==> config.mk <==
export PLATFORM = sky130hd
export DESIGN_NAME = arbitro_botones_flat
export DESIGN_NICKNAME = d
export VERILOG_FILES = /design/src/rtl/arbitro_botones_if.sv /design/src/rtl/arbitro_botones.sv /design/src/flat_wrapper.sv
export SDC_FILE = /design/constraint.sdc
export NUM_CORES = 1
export LEC_CHECK = 0
export CAP_MARGIN = 20
export CORE_ASPECT_RATIO = 1.25
export CORE_UTILIZATION = 54
export CTS_CLUSTER_DIAMETER = 100
export DETAILED_ROUTE_END_ITERATION = 8
export GPL_TIMING_DRIVEN = 0
export PLACE_DENSITY = 0.73
export SETUP_SLACK_MARGIN = 0.4
export SYNTH_ARGS = -nofsm -noshare
export SYNTH_HDL_FRONTEND = slang
export SYNTH_SLANG_ARGS = --single-unit
export TNS_END_PERCENT = 5
==> constraint.sdc <==
create_clock -name clk_i -period 4.3 [get_ports clk_i]
set_input_delay 0.86 -clock clk_i [delete_from_list [all_inputs] [get_ports clk_i]]
set_output_delay 0.86 -clock clk_i [all_outputs]
set_load 0.01 [all_outputs]
==> src/rtl/arbitro_botones_if.sv <==
// -----------------------------------------------------------------------------
// arbitro_botones_if
// Event handshake between the push-button arbiter and the core.
//   evento_valido_o : an event is being offered (arbiter -> core)
//   evento_codigo_o : offered button, U=0 D=1 L=2 R=3 (arbiter -> core)
//   evento_ack_i    : core consumes the offered event (core -> arbiter)
// The signal names keep the arbiter-side direction suffixes so they read the
// same at both ends of the link.
// Modports: master = arbiter (event source), slave = core (event sink).
// -----------------------------------------------------------------------------
interface arbitro_botones_if;
  logic       evento_valido_o;
  logic [1:0] evento_codigo_o;
  logic       evento_ack_i;

  modport master (
    output evento_valido_o,
    output evento_codigo_o,
    input  evento_ack_i
  );

  modport slave (
    input  evento_valido_o,
    input  evento_codigo_o,
    output evento_ack_i
  );
endinterface

==> src/rtl/arbitro_botones.sv <==
// -----------------------------------------------------------------------------
// arbitro_botones
// Front end for the four board push-buttons (U, D, L, R, active-low raw).
// Each button is synchronized (2 flops) and debounced on its own. A debounced
// press (stable 1->0) latches a pending bit. A round-robin arbiter then offers
// the pending events one at a time to the core over a valid/ack handshake.
//
// Ports:
//   clk_i            system clock, rising edge
//   rst_n_i          synchronous reset, active-low
//   botonU/D/L/R_pi  raw buttons, active-low, asynchronous
//   evt              event handshake (master side: valido, codigo, ack)
//   pendientes_o     pending bits, [0]=U [1]=D [2]=L [3]=R
//   perdidos_o       saturating count of presses lost on an already-set bit
// -----------------------------------------------------------------------------
module arbitro_botones #(
  parameter int CUENTA_DB = 15
) (
  input  logic               clk_i,
  input  logic               rst_n_i,
  input  logic               botonU_pi,
  input  logic               botonD_pi,
  input  logic               botonL_pi,
  input  logic               botonR_pi,
  arbitro_botones_if.master  evt,
  output logic [3:0]         pendientes_o,
  output logic [7:0]         perdidos_o
);

  typedef enum logic {
    ST_IDLE    = 1'b0,
    ST_OFRECER = 1'b1
  } estado_t;

  localparam logic [CUENTA_DB-1:0] CNT_MAX = '1;

  // Raw inputs packed in the same bit order as the event codes.
  logic [3:0] w_raw;
  assign w_raw = {botonR_pi, botonL_pi, botonD_pi, botonU_pi};

  logic [3:0]           r_sync1;
  logic [3:0]           r_sync2;
  logic [3:0]           r_estable;
  logic [3:0]           r_estable_d;
  logic [CUENTA_DB-1:0] r_cnt [4];

  logic [3:0] r_pend;
  logic [7:0] r_perdidos;
  logic [1:0] r_codigo;
  logic [1:0] r_ptr;
  estado_t    r_estado;
  estado_t    w_estado_next;

  logic [3:0] w_press;
  logic [3:0] w_clr;
  logic [3:0] w_perdido;
  logic [2:0] w_n_perd;
  logic [8:0] w_perd_sum;
  logic [7:0] w_perd_next;
  logic [1:0] w_sel;
  logic [1:0] w_idx;
  logic       w_hallado;
  logic       w_ack;

  // ---------------------------------------------------------------------------
  // Synchronizer + debounce
  // ---------------------------------------------------------------------------
  // NOTE: sequential state uses non-blocking (<=) so every flop samples the
  // pre-edge value of the others; blocking here would collapse the 2-flop
  // synchronizer into a single stage.
  always_ff @(posedge clk_i) begin
    if (!rst_n_i) begin
      r_sync1     <= 4'hF;
      r_sync2     <= 4'hF;
      r_estable   <= 4'hF;
      r_estable_d <= 4'hF;
      for (int i = 0; i < 4; i++) r_cnt[i] <= '0;
    end else begin
      r_sync1     <= w_raw;
      r_sync2     <= r_sync1;
      r_estable_d <= r_estable;
      for (int i = 0; i < 4; i++) begin
        // Any cycle where the input agrees with the stable state restarts
        // the count, so only an uninterrupted run of 2**CUENTA_DB cycles
        // changes the stable state.
        if (r_sync2[i] == r_estable[i]) begin
          r_cnt[i] <= '0;
        end else if (r_cnt[i] == CNT_MAX) begin
          r_estable[i] <= r_sync2[i];
          r_cnt[i]     <= '0;
        end else begin
          r_cnt[i] <= r_cnt[i] + 1'b1;
        end
      end
    end
  end

  // One-cycle pulse on a debounced press only; releases are ignored.
  assign w_press = r_estable_d & ~r_estable;
  assign w_ack   = evt.evento_ack_i;

  // ---------------------------------------------------------------------------
  // Pending bits and lost-press counter
  // ---------------------------------------------------------------------------
  // NOTE: every signal written in an always_comb gets a default first; a path
  // that leaves it unassigned would infer a latch.
  always_comb begin
    w_clr = '0;
    if (r_estado == ST_OFRECER && w_ack) w_clr[r_codigo] = 1'b1;
  end

  // A press on a bit being cleared the same cycle re-arms it and is not lost.
  assign w_perdido = w_press & r_pend & ~w_clr;

  always_comb begin
    w_n_perd    = {2'b00, w_perdido[0]} + {2'b00, w_perdido[1]}
                + {2'b00, w_perdido[2]} + {2'b00, w_perdido[3]};
    w_perd_sum  = {1'b0, r_perdidos} + {6'b000000, w_n_perd};
    w_perd_next = w_perd_sum[8] ? 8'hFF : w_perd_sum[7:0];
  end

  // ---------------------------------------------------------------------------
  // Round-robin search: first set bit at ptr, ptr+1, ... (mod 4)
  // ---------------------------------------------------------------------------
  always_comb begin
    w_sel     = r_ptr;
    w_idx     = '0;
    w_hallado = 1'b0;
    for (int k = 0; k < 4; k++) begin
      w_idx = r_ptr + 2'(k);
      if (!w_hallado && r_pend[w_idx]) begin
        w_sel     = w_idx;
        w_hallado = 1'b1;
      end
    end
  end

  // ---------------------------------------------------------------------------
  // Arbiter FSM: state register
  // ---------------------------------------------------------------------------
  always_ff @(posedge clk_i) begin
    if (!rst_n_i) r_estado <= ST_IDLE;
    else          r_estado <= w_estado_next;
  end

  // Arbiter FSM: next state
  always_comb begin
    w_estado_next = r_estado;
    case (r_estado)
      ST_IDLE:    if (w_hallado) w_estado_next = ST_OFRECER;
      ST_OFRECER: if (w_ack)     w_estado_next = ST_IDLE;
      default:                   w_estado_next = ST_IDLE;
    endcase
  end

  // Arbiter FSM: outputs (valido follows the state register directly)
  always_comb begin
    evt.evento_valido_o = (r_estado == ST_OFRECER);
    evt.evento_codigo_o = r_codigo;
  end

  // ---------------------------------------------------------------------------
  // Arbiter datapath: offered code, rotation pointer, pending/lost registers
  // ---------------------------------------------------------------------------
  always_ff @(posedge clk_i) begin
    if (!rst_n_i) begin
      r_codigo   <= '0;
      r_ptr      <= '0;
      r_pend     <= '0;
      r_perdidos <= '0;
    end else begin
      if (r_estado == ST_IDLE && w_hallado) r_codigo <= w_sel;
      // Grant rotates past the code just consumed (2-bit wrap).
      if (r_estado == ST_OFRECER && w_ack)  r_ptr    <= r_codigo + 2'd1;
      r_pend     <= (r_pend & ~w_clr) | w_press;
      r_perdidos <= w_perd_next;
    end
  end

  assign pendientes_o = r_pend;
  assign perdidos_o   = r_perdidos;

endmodule

==> src/flat_wrapper.sv <==
// flat-port wrapper written by rule: the top's interface ports become plain ports
module arbitro_botones_flat 
#(
  parameter int CUENTA_DB = 15
)
  (clk_i, rst_n_i, botonU_pi, botonD_pi, botonL_pi, botonR_pi, pendientes_o, perdidos_o, evt_evento_valido_o, evt_evento_codigo_o, evt_evento_ack_i);
  arbitro_botones_if evt_i ();
  input  logic clk_i;
  input  logic rst_n_i;
  input  logic botonU_pi;
  input  logic botonD_pi;
  input  logic botonL_pi;
  input  logic botonR_pi;
  output logic [3:0] pendientes_o;
  output logic [7:0] perdidos_o;
  output wire logic [$bits(evt_i.evento_valido_o)-1:0] evt_evento_valido_o;
  output wire logic [$bits(evt_i.evento_codigo_o)-1:0] evt_evento_codigo_o;
  input wire logic [$bits(evt_i.evento_ack_i)-1:0] evt_evento_ack_i;
  assign evt_evento_valido_o = evt_i.evento_valido_o;
  assign evt_evento_codigo_o = evt_i.evento_codigo_o;
  assign evt_i.evento_ack_i = evt_evento_ack_i;
  arbitro_botones #(.CUENTA_DB(CUENTA_DB)) u_core (.clk_i(clk_i), .rst_n_i(rst_n_i), .botonU_pi(botonU_pi), .botonD_pi(botonD_pi), .botonL_pi(botonL_pi), .botonR_pi(botonR_pi), .evt(evt_i), .pendientes_o(pendientes_o), .perdidos_o(perdidos_o));
endmodule
==> flow_summary.toml <==
[floorplanning]
coreArea_mm2 = 0.008240
ios = 22
start_util_pct = 55.63
rows = 37
die_x_um = 84.41
die_h_um = 105.0
die_area_mm2 = 0.008864

[synthesis]
synth_cell_types = 46
yosysMostFrequentCell = "nor2_1"
yosysTopAreaCell = "edfxtp_1"
ys_top_cells_by_area = "edfxtp_1 (39%), dfxtp_1 (14%), nor2_1 (6.3%), xnor2_1 (6.1%), xor2_1 (4.4%)"
synthTopCellsByCount = "nor2_1 (77), edfxtp_1 (60), nand2_1 (35), dfxtp_1 (33), xnor2_1 (32)"
synth_edf_count = 60
synth-seq-area-share_pct = 53.71
syn_avg_cell_area_um2 = 10.28
syn-cell-area_mm2 = 0.004584
synthesis.instances = 446
yosysTopAreaCellShare_pct = 39.30
synthFlopType = "edfxtp_1"
synthArstFlopShare_pct = 0
ys_ff_latch = 93
yosys_warnings = 0

[placement]
dp_cells = 623
portBuffers = 21
dpl.hpwl_um = 5587
gp_congestion = 0.7783
dpl-instance-area_mm2 = 0.005137

[sta]
tightest_slew_ns = 0.7945
timing.final.crit_share_pct = 83.25
hold_viol = 0
period_minus_slack_ns = 3.580
finalSetupViolations = 0
slew_headroom_pct = 46.55
hold-worst-slack_ns = 0.4172
report.final.slew_viol_count = 0
rsz0062_at_grt = "false"
finClkSkew_ns = 0.01045
fmax_ghz = 0.2794

[clock_tree]
cts_tree = "yes"
numCtsBuffers = 9
clock_sinks = 93
cts.clk_slew.worst_paths_ns = 0.09
h-tree-depth = 3
clockBufferDepth = 2
clkLatencyLatePin_ns = 0.36
cts_root_buf = "clkbuf_8"
holdBufCountCts = 0

[setup_path]
critPathCaptureType = "flop"
rr_worst_depth = 15
r2r_end = "u_core.perdidos_o[0]"
crit_fanout = 6
cp-endpoint = "u_core.perdidos_o[0]"
r2r_setup_slack_ns = 0.89
startpoint_type = "input port"
crit_start = "evt_evento_ack_i"
rr_startpoint = "u_core.evt.evento_codigo_o[0]"
path_class = "input port to flop"
arrival_ns = 3.87
worst_ep_required_time_ns = 4.59

[layout]
area_delta_synth_final_pct = 17.03
num_antenna_cells = 0
fin_cells = 642
drive_above_1_share_pct = 7.523
nNetsFinal = 562
fin_area_mm2 = 0.005365

[grt]
grt_usage_pct = 19.13
grt_pass1_wl_um = 13370
grt_overflow_total = 0
antenna_found_initial = 0
grt_pass1_vias = 3075
grt_max_degree = 15

[run_status]
status = "finished with violations"
violations = "design-rule violations"

[routing]
via_per_inst = 5.115
postRouteAntennaNets = 0
drc_errors = 3
drt-wirelength-per-cell_um = 12.00
drt_first_pass_iters = 9
wl_um = 7703
vias = 3284
drt-initial-drc-count = 130

[run]
cap_violations = 0

[worst_hold_path]
hp-start = "u_core.r_sync1[2]"
hold_class = "flop to flop"

[power]
powerDensity_mw_per_mm2 = 293.2
irDropWorstVdd_mv = 0.1774
power_leakage_uw = 0.001919
cell usage in the layout (no fill, tap or decap), types with 3 or more instances in the layout:
cell	instances
and2_1	3
edfxtp_1	60
nand2b_1	20
ha_1	11
buf_4	6
and4_1	4
clkbuf_1	6
inv_1	22
nand3_1	17
xnor2_1	32
a31oi_1	3
xor2_1	23
clkbuf_8	10
conb_1	60
nand4_1	13
dfxtp_1	33
nor2_1	75
nor3_1	14
clkdlybuf4s50_1	20
clkinv_2	3
nor4_1	5
nand2_1	34
a21oi_1	19
nor2b_1	4
o21ai_0	6
a31o_2	3
layout make-up:
type,count,area (um^2)
fillers,698,2875
flip-flops and latches,93,2462
multi-input cells,381,2248
repair buffers,24,235.2
clock buffers,11,131.4
well taps,97,121.4
inverters,22,82.58
plain buffers,9,56.30
clock inverters,5,27.53
routing by layer:
layer | wire length, um | vias up | GRT usage [%]
met4 | 138 | 0 | 7.869
li1 | - | 1675 | -
met5 | 0 | - | 0
met3 | 247 | 13 | 4.739
met2 | 3739 | 45 | 30.50
met1 | 3577 | 1551 | 25.00
state kept, by name, indices dropped and copies added, names as in the netlist:
signal,count
u_core.r_ptr,2
u_core.perdidos_o,8
u_core.r_estable,4
u_core.r_sync1,4
u_core.evt.evento_valido_o,1
u_core.r_cnt,60
u_core.evt.evento_codigo_o,2
u_core.pendientes_o,4
u_core.r_estable_d,4
u_core.r_sync2,4
critical path, stage by stage:
cell and delay (ns):
dlymetal6s2s_1 0.13, and2_1 0.14, buf_4 0.14, nand2_1 0.07
nand2_2 0.06, nor2_2 0.12, ha_1 0.24, fa_2 0.53
ha_2 0.18, inv_1 0.05, fa_2 0.35, nor2b_2 0.14
nor2_1 0.06, or3b_2 0.47, clkbuf_8 0.16, a21oi_1 0.13
cell families after synthesis:
group | synth area share [%]
and+or+nand+nor | 22.27
adders and majority gates | 4.422
buffers and inverters | 2.729
AOI/OAI and AO/OA | 5.568
muxes | 0.7096
xor gates and xnor gates | 10.51
DFF | 53.71
other | 0.08180
timing repair:
item	in CTS	in global routing
pin swaps	5	3
endpoints found under the setup margin	6	7
setup buffers	2	1
gates cloned	0	0
gates resized for setup	7	8
where the power goes:
part	leakage, uW	internal [uW]	switching [uW]
registers	0.000887	977	25.7
logic	0.000953	27.8	38.2
clock network	0.0000790	206	299
worst min-delay path by stage:
| stage | cells after the start | end | slack (ns) |
|---|---|---|---|
| after floorplan | 1 | u_core.r_sync2[0] | 0.39 |
| after global placement | 1 | u_core.r_sync2[0] | 0.39 |
| after detailed placement | 1 | u_core.r_sync2[2] | 0.40 |
| after CTS | 1 | u_core.r_sync2[2] | 0.42 |
| after global routing | 1 | u_core.r_sync2[1] | 0.44 |
| final | 1 | u_core.r_sync2[2] | 0.42 |
per-stage QoR:
| step | total power [uW] | worst slack, ns | setup TNS, ns | util [%] |
|---|---|---|---|---|
| 2_1_floorplan | 1066 | 0.5172 | 0 | - |
| 3_3_place_gp | 1084 | -0.2010 | -1.165 | 62.34 |
| 3_5_place_dp | 1088 | -0.2062 | -1.157 | 62.34 |
| 4_1_cts | 1590 | 0.4267 | 0 | 64.68 |
| 5_1_grt | 1637 | 0.5991 | 0 | 65.11 |
| 6_report | 1573 | 0.7205 | 0 | 65.11 |
Note: power is estimated with default switching activity, not from simulation.
